$ cat src/rtl/adc366x_pkg.sv
// Shared types and helpers for the ADC366x input-delay calibration sequencer.
package adc366x_pkg;

    localparam int TAP_W = 5;
    localparam int NTAP  = 32;
    localparam int LEN_W = 6;

    typedef enum logic [3:0] {
        ST_IDLE,
        ST_SET,
        ST_LOAD,
        ST_SETTLE,
        ST_SAMPLE,
        ST_SCORE,
        ST_CALC,
        ST_APPLY,
        ST_APPLY_LD,
        ST_DONE,
        ST_LOAD_M
    } cal_st_t;

    // Centre of a run of len taps starting at start; rounds towards the start.
    function automatic logic [TAP_W-1:0] eye_center(input logic [TAP_W-1:0] start,
                                                    input logic [LEN_W-1:0] len);
        logic [LEN_W-1:0] half;
        logic [LEN_W-1:0] sum;
        half = (len - LEN_W'(1)) >> 1;
        sum  = {1'b0, start} + half;
        return sum[TAP_W-1:0];
    endfunction

endpackage

$ cat src/rtl/adc366x_eye_trk.sv
// Per-lane passing-run tracker: remembers the current run and the widest
// (earliest on ties) run seen since the last clear.
module adc366x_eye_trk
    import adc366x_pkg::*;
(
    input  logic             clk_i,
    input  logic             rstn_i,
    input  logic             clr_i,
    input  logic             score_i,
    input  logic             pass_i,
    input  logic [TAP_W-1:0] tap_i,
    output logic [TAP_W-1:0] best_start_o,
    output logic [LEN_W-1:0] best_len_o
);

    logic [TAP_W-1:0] cur_start_q, cur_start_d;
    logic [LEN_W-1:0] cur_len_q, cur_len_d;
    logic [TAP_W-1:0] best_start_q, best_start_d;
    logic [LEN_W-1:0] best_len_q, best_len_d;
    logic [TAP_W-1:0] new_start;
    logic [LEN_W-1:0] new_len;

    always_comb begin
        // NOTE: every _d starts as its _q so no branch leaves it unassigned (no latch).
        cur_start_d  = cur_start_q;
        cur_len_d    = cur_len_q;
        best_start_d = best_start_q;
        best_len_d   = best_len_q;
        new_start    = (cur_len_q == '0) ? tap_i : cur_start_q;
        new_len      = cur_len_q + LEN_W'(1);
        if (clr_i) begin
            cur_start_d  = '0;
            cur_len_d    = '0;
            best_start_d = '0;
            best_len_d   = '0;
        end else if (score_i) begin
            if (pass_i) begin
                cur_start_d = new_start;
                cur_len_d   = new_len;
                // Strictly greater keeps the earliest of equal-length runs.
                if (new_len > best_len_q) begin
                    best_len_d   = new_len;
                    best_start_d = new_start;
                end
            end else begin
                cur_len_d = '0;
            end
        end
    end

    // NOTE: sequential state uses non-blocking assignments only.
    always_ff @(posedge clk_i or negedge rstn_i) begin
        if (!rstn_i) begin
            cur_start_q  <= '0;
            cur_len_q    <= '0;
            best_start_q <= '0;
            best_len_q   <= '0;
        end else begin
            cur_start_q  <= cur_start_d;
            cur_len_q    <= cur_len_d;
            best_start_q <= best_start_d;
            best_len_q   <= best_len_d;
        end
    end

    assign best_start_o = best_start_q;
    assign best_len_o   = best_len_q;

endmodule

$ cat src/rtl/adc366x_dly_cal.sv
// IDELAY calibration sequencer: sweeps all taps, scores each lane's eye and
// loads the eye centre; also forwards manual tap writes to the receiver.
module adc366x_dly_cal
    import adc366x_pkg::*;
#(
    parameter  int LW      = 2,
    parameter  int SETTLE  = 64,
    parameter  int WIN     = 256,
    parameter  int MIN_EYE = 4,
    parameter  int LD_W    = 4,
    localparam int SW      = 2*LW+1
) (
    input  logic              clk_i,
    input  logic              rstn_i,
    input  logic              cal_start_i,
    input  logic              cal_abort_i,
    input  logic [SW-1:0]     lane_ok_i,
    input  logic [5*SW-1:0]   man_dly_i,
    input  logic              man_load_i,
    output logic [5*SW:0]     cfg_dly_o,
    output logic              cal_busy_o,
    output logic              cal_done_o,
    output logic [SW-1:0]     cal_err_o,
    output logic [6*SW-1:0]   eye_len_o
);

    localparam int CNT_MAX = (WIN > SETTLE) ? ((WIN > LD_W) ? WIN : LD_W)
                                            : ((SETTLE > LD_W) ? SETTLE : LD_W);
    localparam int CNT_W   = $clog2(CNT_MAX+1);

    cal_st_t               state_q, state_d;
    logic [TAP_W-1:0]      t_q, t_d;
    logic [CNT_W-1:0]      cnt_q, cnt_d;
    logic [TAP_W*SW-1:0]   app_q, app_d;
    logic [TAP_W*SW-1:0]   sav_q, sav_d;
    logic [SW-1:0]         pass_q, pass_d;
    logic                  abrt_q, abrt_d;
    logic [TAP_W*SW:0]     cfg_q, cfg_d;
    logic                  busy_q, busy_d;
    logic                  done_q, done_d;
    logic [SW-1:0]         err_q, err_d;
    logic [LEN_W*SW-1:0]   eye_q, eye_d;
    logic                  trk_clr, trk_score, sweep_d;
    logic [TAP_W-1:0]      best_start [SW];
    logic [LEN_W-1:0]      best_len [SW];

    for (genvar i = 0; i < SW; i++) begin : g_trk
        adc366x_eye_trk u_trk (
            .clk_i       (clk_i),
            .rstn_i      (rstn_i),
            .clr_i       (trk_clr),
            .score_i     (trk_score),
            .pass_i      (pass_q[i]),
            .tap_i       (t_q),
            .best_start_o(best_start[i]),
            .best_len_o  (best_len[i])
        );
    end

    always_comb begin
        state_d   = state_q;
        t_d       = t_q;
        cnt_d     = cnt_q;
        app_d     = app_q;
        sav_d     = sav_q;
        pass_d    = pass_q;
        abrt_d    = abrt_q;
        err_d     = err_q;
        eye_d     = eye_q;
        trk_clr   = 1'b0;
        trk_score = 1'b0;

        case (state_q)
            ST_IDLE: if (!cal_abort_i) begin
                if (cal_start_i) begin
                    sav_d   = app_q;
                    t_d     = '0;
                    abrt_d  = 1'b0;
                    trk_clr = 1'b1;
                    state_d = ST_SET;
                end else if (man_load_i) begin
                    app_d   = man_dly_i;
                    cnt_d   = '0;
                    state_d = ST_LOAD_M;
                end
            end
            ST_SET: begin
                cnt_d   = '0;
                state_d = ST_LOAD;
            end
            ST_LOAD: begin
                cnt_d = cnt_q + CNT_W'(1);
                if (cnt_q == CNT_W'(LD_W-1)) begin
                    cnt_d   = '0;
                    state_d = ST_SETTLE;
                end
            end
            ST_SETTLE: begin
                cnt_d = cnt_q + CNT_W'(1);
                if (cnt_q == CNT_W'(SETTLE-1)) begin
                    cnt_d   = '0;
                    pass_d  = '1;
                    state_d = ST_SAMPLE;
                end
            end
            ST_SAMPLE: begin
                pass_d = pass_q & lane_ok_i;
                cnt_d  = cnt_q + CNT_W'(1);
                if (cnt_q == CNT_W'(WIN-1)) state_d = ST_SCORE;
            end
            ST_SCORE: begin
                trk_score = 1'b1;
                if (t_q == TAP_W'(NTAP-1)) begin
                    state_d = ST_CALC;
                end else begin
                    t_d     = t_q + TAP_W'(1);
                    state_d = ST_SET;
                end
            end
            ST_CALC: begin
                for (int i = 0; i < SW; i++) begin
                    if (best_len[i] >= LEN_W'(MIN_EYE)) begin
                        app_d[TAP_W*i +: TAP_W] = eye_center(best_start[i], best_len[i]);
                        err_d[i] = 1'b0;
                    end else begin
                        app_d[TAP_W*i +: TAP_W] = sav_q[TAP_W*i +: TAP_W];
                        err_d[i] = 1'b1;
                    end
                    eye_d[LEN_W*i +: LEN_W] = best_len[i];
                end
                state_d = ST_APPLY;
            end
            ST_APPLY: begin
                cnt_d   = '0;
                state_d = ST_APPLY_LD;
            end
            ST_APPLY_LD: begin
                cnt_d = cnt_q + CNT_W'(1);
                if (cnt_q == CNT_W'(LD_W-1)) state_d = abrt_q ? ST_IDLE : ST_DONE;
            end
            ST_DONE:   state_d = ST_IDLE;
            ST_LOAD_M: begin
                cnt_d = cnt_q + CNT_W'(1);
                if (cnt_q == CNT_W'(LD_W-1)) state_d = ST_IDLE;
            end
            default:   state_d = ST_IDLE;
        endcase

        // Abort overrides everything the sweep or CALC would have committed.
        if (cal_abort_i && (state_q inside {ST_SET, ST_LOAD, ST_SETTLE, ST_SAMPLE,
                                            ST_SCORE, ST_CALC})) begin
            app_d     = sav_q;
            err_d     = err_q;
            eye_d     = eye_q;
            trk_score = 1'b0;
            abrt_d    = 1'b1;
            state_d   = ST_APPLY;
        end

        // Outputs are registered from the next state so they align with it.
        sweep_d = state_d inside {ST_SET, ST_LOAD, ST_SETTLE, ST_SAMPLE, ST_SCORE};
        cfg_d   = '0;
        for (int i = 0; i < SW; i++) begin
            cfg_d[TAP_W*i +: TAP_W] = sweep_d ? t_d : app_d[TAP_W*i +: TAP_W];
        end
        cfg_d[TAP_W*SW] = state_d inside {ST_LOAD, ST_APPLY_LD, ST_LOAD_M};
        busy_d = (state_d != ST_IDLE);
        done_d = (state_d == ST_DONE);
    end

    always_ff @(posedge clk_i or negedge rstn_i) begin
        if (!rstn_i) begin
            state_q <= ST_IDLE;
            t_q     <= '0;
            cnt_q   <= '0;
            app_q   <= '0;
            sav_q   <= '0;
            pass_q  <= '0;
            abrt_q  <= 1'b0;
            cfg_q   <= '0;
            busy_q  <= 1'b0;
            done_q  <= 1'b0;
            err_q   <= '0;
            eye_q   <= '0;
        end else begin
            state_q <= state_d;
            t_q     <= t_d;
            cnt_q   <= cnt_d;
            app_q   <= app_d;
            sav_q   <= sav_d;
            pass_q  <= pass_d;
            abrt_q  <= abrt_d;
            cfg_q   <= cfg_d;
            busy_q  <= busy_d;
            done_q  <= done_d;
            err_q   <= err_d;
            eye_q   <= eye_d;
        end
    end

    assign cfg_dly_o  = cfg_q;
    assign cal_busy_o = busy_q;
    assign cal_done_o = done_q;
    assign cal_err_o  = err_q;
    assign eye_len_o  = eye_q;

endmodule

$ cat config.mk
export PLATFORM = sky130hd
export DESIGN_NAME = adc366x_dly_cal
export DESIGN_NICKNAME = d
export VERILOG_FILES = /design/src/rtl/adc366x_pkg.sv /design/src/rtl/adc366x_eye_trk.sv /design/src/rtl/adc366x_dly_cal.sv
export SDC_FILE = /design/constraint.sdc
export NUM_CORES = 1
export LEC_CHECK = 0
export BUFFER_PORTS_ARGS = -buffer_cell sky130_fd_sc_hd__buf_2
export CAP_MARGIN = 15
export CORE_ASPECT_RATIO = 0.7
export CORE_MARGIN = 5
export CORE_UTILIZATION = 61
export CTS_CLUSTER_SIZE = 40
export DETAILED_ROUTE_END_ITERATION = 6
export GPL_TIMING_DRIVEN = 0
export PLACE_DENSITY_LB_ADDON = 0.12
export SYNTH_ARGS = -nofsm -noshare
export SYNTH_HDL_FRONTEND = slang
export SYNTH_SLANG_ARGS = --single-unit
export TNS_END_PERCENT = 10
$ cat constraint.sdc
create_clock -name clk_i -period 3.52 [get_ports clk_i]
set_input_delay 0.528 -clock clk_i [delete_from_list [all_inputs] [get_ports clk_i]]
set_output_delay 0.528 -clock clk_i [all_outputs]
set_load 0.05 [all_outputs]
## After elaboration in Yosys (flattened, before gate mapping)

Index checks and enable logic that the tools add are counted.

- Register bits: 247
- Latch bits: 0
- Memory bits (writable): 0
- ROM bits: 0
- Input bits: 35
- Output and inout bits: 63
- Logic and storage cells: 259
- Memories kept: 0

- Add/subtract/negate cells: 17
- Multipliers: 0
- Div/mod/pow operators: 0
- $lt $le $gt $ge: 10
- Eq/ne operators: 26
- Shift-type cells: 0
- Mux-type cells: 128
- Bitwise logic cells: 3
- Reduce and logical (&&, ||, !) cells: 43

Operators with widths:

| kind | count |
|---|---|
| two-way mux 5 bit | 54 |
| two-way mux 6 bit | 35 |
| two-way mux 25 bit | 4 |
| one-hot mux 25 bit (2 select lines) | 1 |
| two-way mux 9 bit | 5 |
| one-hot mux 9 bit (5 select lines) | 1 |
| two-way mux 4 bit | 10 |
| one-hot mux 4 bit (10 select lines) | 1 |
| adder 6 x 1 -> 6 bit (second input constant) | 5 |
| greater-or-equal comparator 6 x 3 -> 1 bit (second input constant) | 5 |
| greater-than comparator 6 bit | 5 |
| logical NOT 6 bit | 5 |
| subtractor 6 x 1 -> 6 bit (second input constant) | 5 |
| nonzero test 2 bit | 14 |
| adder 5 bit | 5 |
| == test 4 x 3 -> 1 bit (second input constant) | 6 |
| AND reduction 3 bit | 7 |
| == test 4 bit (second input constant) | 5 |
| one-hot mux 5 bit (2 select lines) | 2 |
| == test 4 x 2 -> 1 bit (second input constant) | 4 |
| two-way mux 1 bit | 14 |
| AND reduction 2 bit | 7 |
| nonzero test 5 bit | 2 |
| adder 9 x 1 -> 9 bit (second input constant) | 1 |
| other kinds (19) | 24 |

## Depth between registers and ports, before layout

- Word-level depth: 8
- Gate-level depth with buffers: 13
- Depth with buffers taken out: 12

## Modules after synthesis

A second synthesis with hierarchy kept.

- Cells, all modules: 1473
- Area total of the unflattened synthesis: 14437.6 sq um

Modules (own cells, without submodules):

| module | instances | cells each | area an instance (sq um) | sequential area each (sq um) |
|---|---|---|---|---|
| adc366x_dly_cal | 1 | 798 | 7556.0 | 3428.3 |
| adc366x_eye_trk | 5 | 135 | 1376.3 | 550.5 |

## Worst setup path after synthesis

Ideal clock, no wire load.

- Path type: register -> register
- Start: register cnt_q[0]
- End: register cfg_q[11] (netlist: cfg_dly_o[11])
- Library setup time: 119 ps
- Arrival time: 2642 ps
- Required time: 3401 ps
- Slack: 759 ps
- Stages on the path, launching flop included: 14
- Path buffers: 2
- Period minus slack after synthesis: 2761 ps
- Cells stage by stage: dfrtp_1 ha_1 and3_1 and3_1 and3_1 ha_1 nor3_1 a211oi_1 nor4_2 and4_1 buf_2 nor2_4 buf_4 o21ba_2

- Longest elaborated chain between the ends: 7
- Elaborated cells on any way between the ends: 17
- Those cells by class: eq/ne (8); mux (8); reduce/logical (1)

Ends and longest elaborated chain:

| element | RTL line | source |
|---|---|---|
| from (decl) | adc366x_dly_cal.sv:33 | `logic [CNT_W-1:0] cnt_q, cnt_d;` |
| from (signal assigned) | adc366x_dly_cal.sv:188 | `cnt_q <= cnt_d;` |
| == test 9 x 2 -> 1 bit (tied with other cells) | adc366x_dly_cal.sv:93, adc366x_dly_cal.sv:139, adc366x_dly_cal.sv:144 |  |
| two-way mux 4 bit (on tied branches) | n/a |  |
| one-hot mux 4 bit (10 select lines) (*) | adc366x_dly_cal.sv:73 | `case (state_q)` |
| two-way mux 4 bit (*) | adc366x_dly_cal.sv:150 | `if (cal_abort_i && (state_q inside {ST_SET, ST_LOAD, ST_SETTLE, ST_SAMPLE,` |
| == test 4 x 1 -> 1 bit (tied with other cells) | adc366x_dly_cal.sv:161 | `sweep_d = state_d inside {ST_SET, ST_LOAD, ST_SETTLE, ST_SAMPLE, ST_SCORE};` |
| nonzero test 5 bit (*) | adc366x_dly_cal.sv:161 |  |
| two-way mux 5 bit (*) | adc366x_dly_cal.sv:164 | `cfg_d[TAP_W*i +: TAP_W] = sweep_d ? t_d : app_d[TAP_W*i +: TAP_W];` |
| named net cfg_d[11] | adc366x_dly_cal.sv:38 | `logic [TAP_W*SW:0] cfg_q, cfg_d;` |
| to (signal assigned) | adc366x_dly_cal.sv:193 | `cfg_q <= cfg_d;` |
| to (decl) | adc366x_dly_cal.sv:38 |  |

The timed path passes the listed nets; every way through them passes the cells marked *.
A chain may end at the register's enable or synchronous reset.

## Worst setup path after layout

- Start: register g_trk[2].u_trk.best_len_q[1]
- End: register cfg_q[14] (netlist: cfg_dly_o[14])

- Longest elaborated chain between the ends: 6
- Elaborated cells on any way between the ends: 7
- Those cells by class: add/sub (2); order compare (1); mux (4)

Ends and longest elaborated chain:

| element | RTL line | source |
|---|---|---|
| from (decl) | adc366x_eye_trk.sv:19 | `logic [LEN_W-1:0] best_len_q, best_len_d;` |
| from (signal assigned) | adc366x_eye_trk.sv:62 | `best_len_q <= best_len_d;` |
| subtractor 6 x 1 -> 6 bit | adc366x_pkg.sv:27 | `half = (len - LEN_W'(1)) >> 1;` |
| adder 5 bit | adc366x_pkg.sv:28 | `sum = {1'b0, start} + half;` |
| two-way mux 5 bit (*) | adc366x_dly_cal.sv:122 | `if (best_len[i] >= LEN_W'(MIN_EYE)) begin` |
| one-hot mux 25 bit (2 select lines) (*) | adc366x_dly_cal.sv:73 |  |
| two-way mux 25 bit (*) | adc366x_dly_cal.sv:150 |  |
| two-way mux 5 bit (*) | adc366x_dly_cal.sv:164 |  |
| named net cfg_d[14] | adc366x_dly_cal.sv:38 |  |

Marked as above.

==> metrics <==
Critical Path Max Stage Delay=420 ps; Final ANT Viol Nets=0; Post-CTS Setup Inserts=0; Setup Viol. Count Final=0; Worst Tran Pin Value=1290 ps; Fin Setup TNS=0 ps; nets@finish=1531; Critical Path End Type=register; WS Path Type=reg -> reg; vias in the first global route=10200; Yosys cell types=70; LEAKAGE=7.42 nW; main flop type after synthesis=dfrtp_1; deepest clock path buffer count=3; CP arrival=3610 ps; post-synthesis register bit count=247; drt pass-1 iters=5; routed length per instance=20.9 microns; Clock Skew=8.68 ps; die span in x=187 microns; Post-synth EDFFs=0; final slew viol count=0; sequential-to-total area share from yosys stat=46.1%; I/O Pins=98; core area=0.0216 sq mm; dpl hpwl=26200 microns; number of port buffers=97; initial drt markers=900; RSZ-0062 raised after global routing=false; Root Driver=clkbuf_16; clk slew on worst S/H paths=70 ps; Core Rows=45; full die area=0.0251 sq mm; antenna violations before repair=2; Worst Hold Class=in -> reg; ys async rst share=100%; Starting Density=62.0%; Clock Sinks=247; commonest cells in the netlist=dfrtp_1, nor2_1, nand2_1; CTS tree=done; Num CTS Buffers=24; largest net degree at the start of global routing=114; vias per cell=6.15; Data required, critical path=3920 ps; routed via count=10600; # diodes=0; outcome=complete, no violations; DP Cell Count=1673; drt drc=0; crit path max fanout=4; layout cells sized above 1=16.0%; Syn. warnings=0; Synth area leader=dfrtp_1; GRT Total Usage=28.5%; gpl congestion=0.935; die height=134 microns; CP Cell Sequence=inv_1 > ha_1 > inv_1 > ha_1 > fa_1 > a21o_1 > a21oi_1 > mux2_2 > a21oi_1 > o211ai_1 > a31o_1; Net Count, Synth=1405; count leader, synth=dfrtp_1; fin crit period=3210 ps; Worst slew margin=13.5%; FMAX=0.311 GHz; # H-tree levels=1; number of fill cells=1647; Post-Syn Instances=1292; top cells by area, synth=dfrtp_1, ha_1, mux2i_1; P per Cell Area=650 mW/mm^2; fin cells=1717; syn_area_per_cell=10.4 sq um; Synth Cell Area=0.0134 sq mm; Yosys top cell area share=46.1%; post-route clock period utilization=91.2%; later-pin clock latency in the skew report=530 ps; Final Util=70.4%; global route overflow=0; drt total wl=35800 microns; first-pass GRT wire length=57200 microns; Area growth, synth to finish=13.7%; Hold Vio Cnt, Final=0; Startpoint Class=register; max cap viols=0; Slowest-stage cell, CP=dfrtp_1; Peak VDD IR=0.000445 V
==> sequential cells by signal (all words and copies together), names as in the netlist, 4 cells and up <==
| register | count |
|---|---|
| app_q | 25 |
| sav_q | 25 |
| g_trk.u_trk.best_start_o | 25 |
| state_q | 4 |
| pass_q | 5 |
| eye_len_o | 30 |
| g_trk.u_trk.cur_start_q | 25 |
| cfg_dly_o | 26 |
| cal_err_o | 5 |
| t_q | 5 |
| g_trk.u_trk.cur_len_q | 30 |
| cnt_q | 9 |
| g_trk.u_trk.best_len_o | 30 |
==> kinds of logic after synthesis <==
family / after synthesis / synth area share (%)
compound gates: 280 / 15.3
xor+xnor: 52 / 3.71
fa+ha+maj: 78 / 7.57
buf+inv: 139 / 4.20
flops: 247 / 46.1
mux: 121 / 9.35
simple gates: 375 / 13.8
==> per-stage QoR <==
step / worst slack (ps) / hold slack, ps / total power, mW / cell area (sq um)
floorplan: 759 / 232 / 5.86 / 13400
CTS: 191 / 202 / 9.84 / 15200
finish: 308 / 213 / 9.89 / 15200
detailed placement: 216 / 465 / 6.90 / 14300
global placement: -2460 / 456 / 6.83 / 14200
global route: 53.4 / 207 / 10.3 / 15200
==> cell type report <==
class,count,area [sq um],area share (%)
multi-input combinational,906,6660,43.7
buffer,77,330,2.17
timing repair buffer,100,561,3.68
tap,282,353,2.32
inverter,62,233,1.53
sequential,247,6180,40.6
clock buffer,33,726,4.77
clock inverter,10,184,1.21
==> timing repair <==
action,CTS,global route
resized for setup,0,2
endpoints found under the setup margin,0,9
hold buffers,1,0
endpoints found under the hold margin,55,0
==> critical path: cells and delay by family, from the launching register on <==
kind                     cells  cell delay [ps]
flip-flops                   1              420
AO/OA/AOI/OAI                5             1210
adder cells (fa/ha/maj)      3              910
multiplexers                 1              380
buffers and inverters        2              180
==> final timing paths <==
path	from	end	slack (ps)	depth (start not counted)
setup reg to reg	g_trk[2].u_trk.best_len_o[1]$_DFFE_PN0P_	cfg_dly_o[14]$_DFF_PN0_	310	11
setup / recovery	g_trk[2].u_trk.best_len_o[1]$_DFFE_PN0P_	cfg_dly_o[14]$_DFF_PN0_	310	11
hold reg to reg	eye_len_o[23]$_DFFE_PN0P_	eye_len_o[23]$_DFFE_PN0P_	470	2
max in group asynchronous	rstn_i	g_trk[4].u_trk.cur_len_q[4]$_DFFE_PN0P_	1700	4
min in group asynchronous	rstn_i	cnt_q[0]$_DFFE_PN0P_	510	2
hold / removal	lane_ok_i[0]	pass_q[0]$_DFFE_PN0P_	210	2
==> cell usage in the layout, fill, tap and decap left out, types with 7 or more instances in the layout <==
cell type	synthesis	layout
nand2b_1	9	9
a32o_1	17	17
nand2_1	103	103
a221oi_1	13	13
clkbuf_16	0	25
o21ai_0	77	77
dfrtp_1	247	247
a211oi_1	27	27
a21oi_1	40	40
and3_1	26	26
xor2_1	18	18
mux2i_1	88	88
nor2b_1	8	8
mux2_2	33	33
xnor2_1	31	31
nor2_1	112	112
a22o_1	10	10
o211ai_1	8	8
and4_1	9	9
ha_1	73	73
nor3_1	16	14
clkbuf_8	0	7
a21o_1	28	28
o21ba_2	13	13
nand3_1	53	53
clkbuf_1	53	54
buf_2	18	114
inv_1	62	62
nor4_2	7	7
==> layer usage <==
layer / vias up / track usage [%] / part of all wire [%]
li1: 4866 / - / -
met1: 5208 / 43.3 / 44
met2: 409 / 42.3 / 43
met3: 68 / 4.94 / 9.2
met4: 0 / 7.96 / 3.0
met5: - / 0 / 0
==> power breakdown <==
part	leakage, nW	total, mW	switching (mW)	internal, mW
clock	0.442	2.96	1.15	1.81
sequential	3.38	3.43	0.188	3.25
combinational	3.59	3.50	2.34	1.16
total	7.42	9.89	3.68	6.21
No activity file was read; power rests on OpenSTA's default activity.
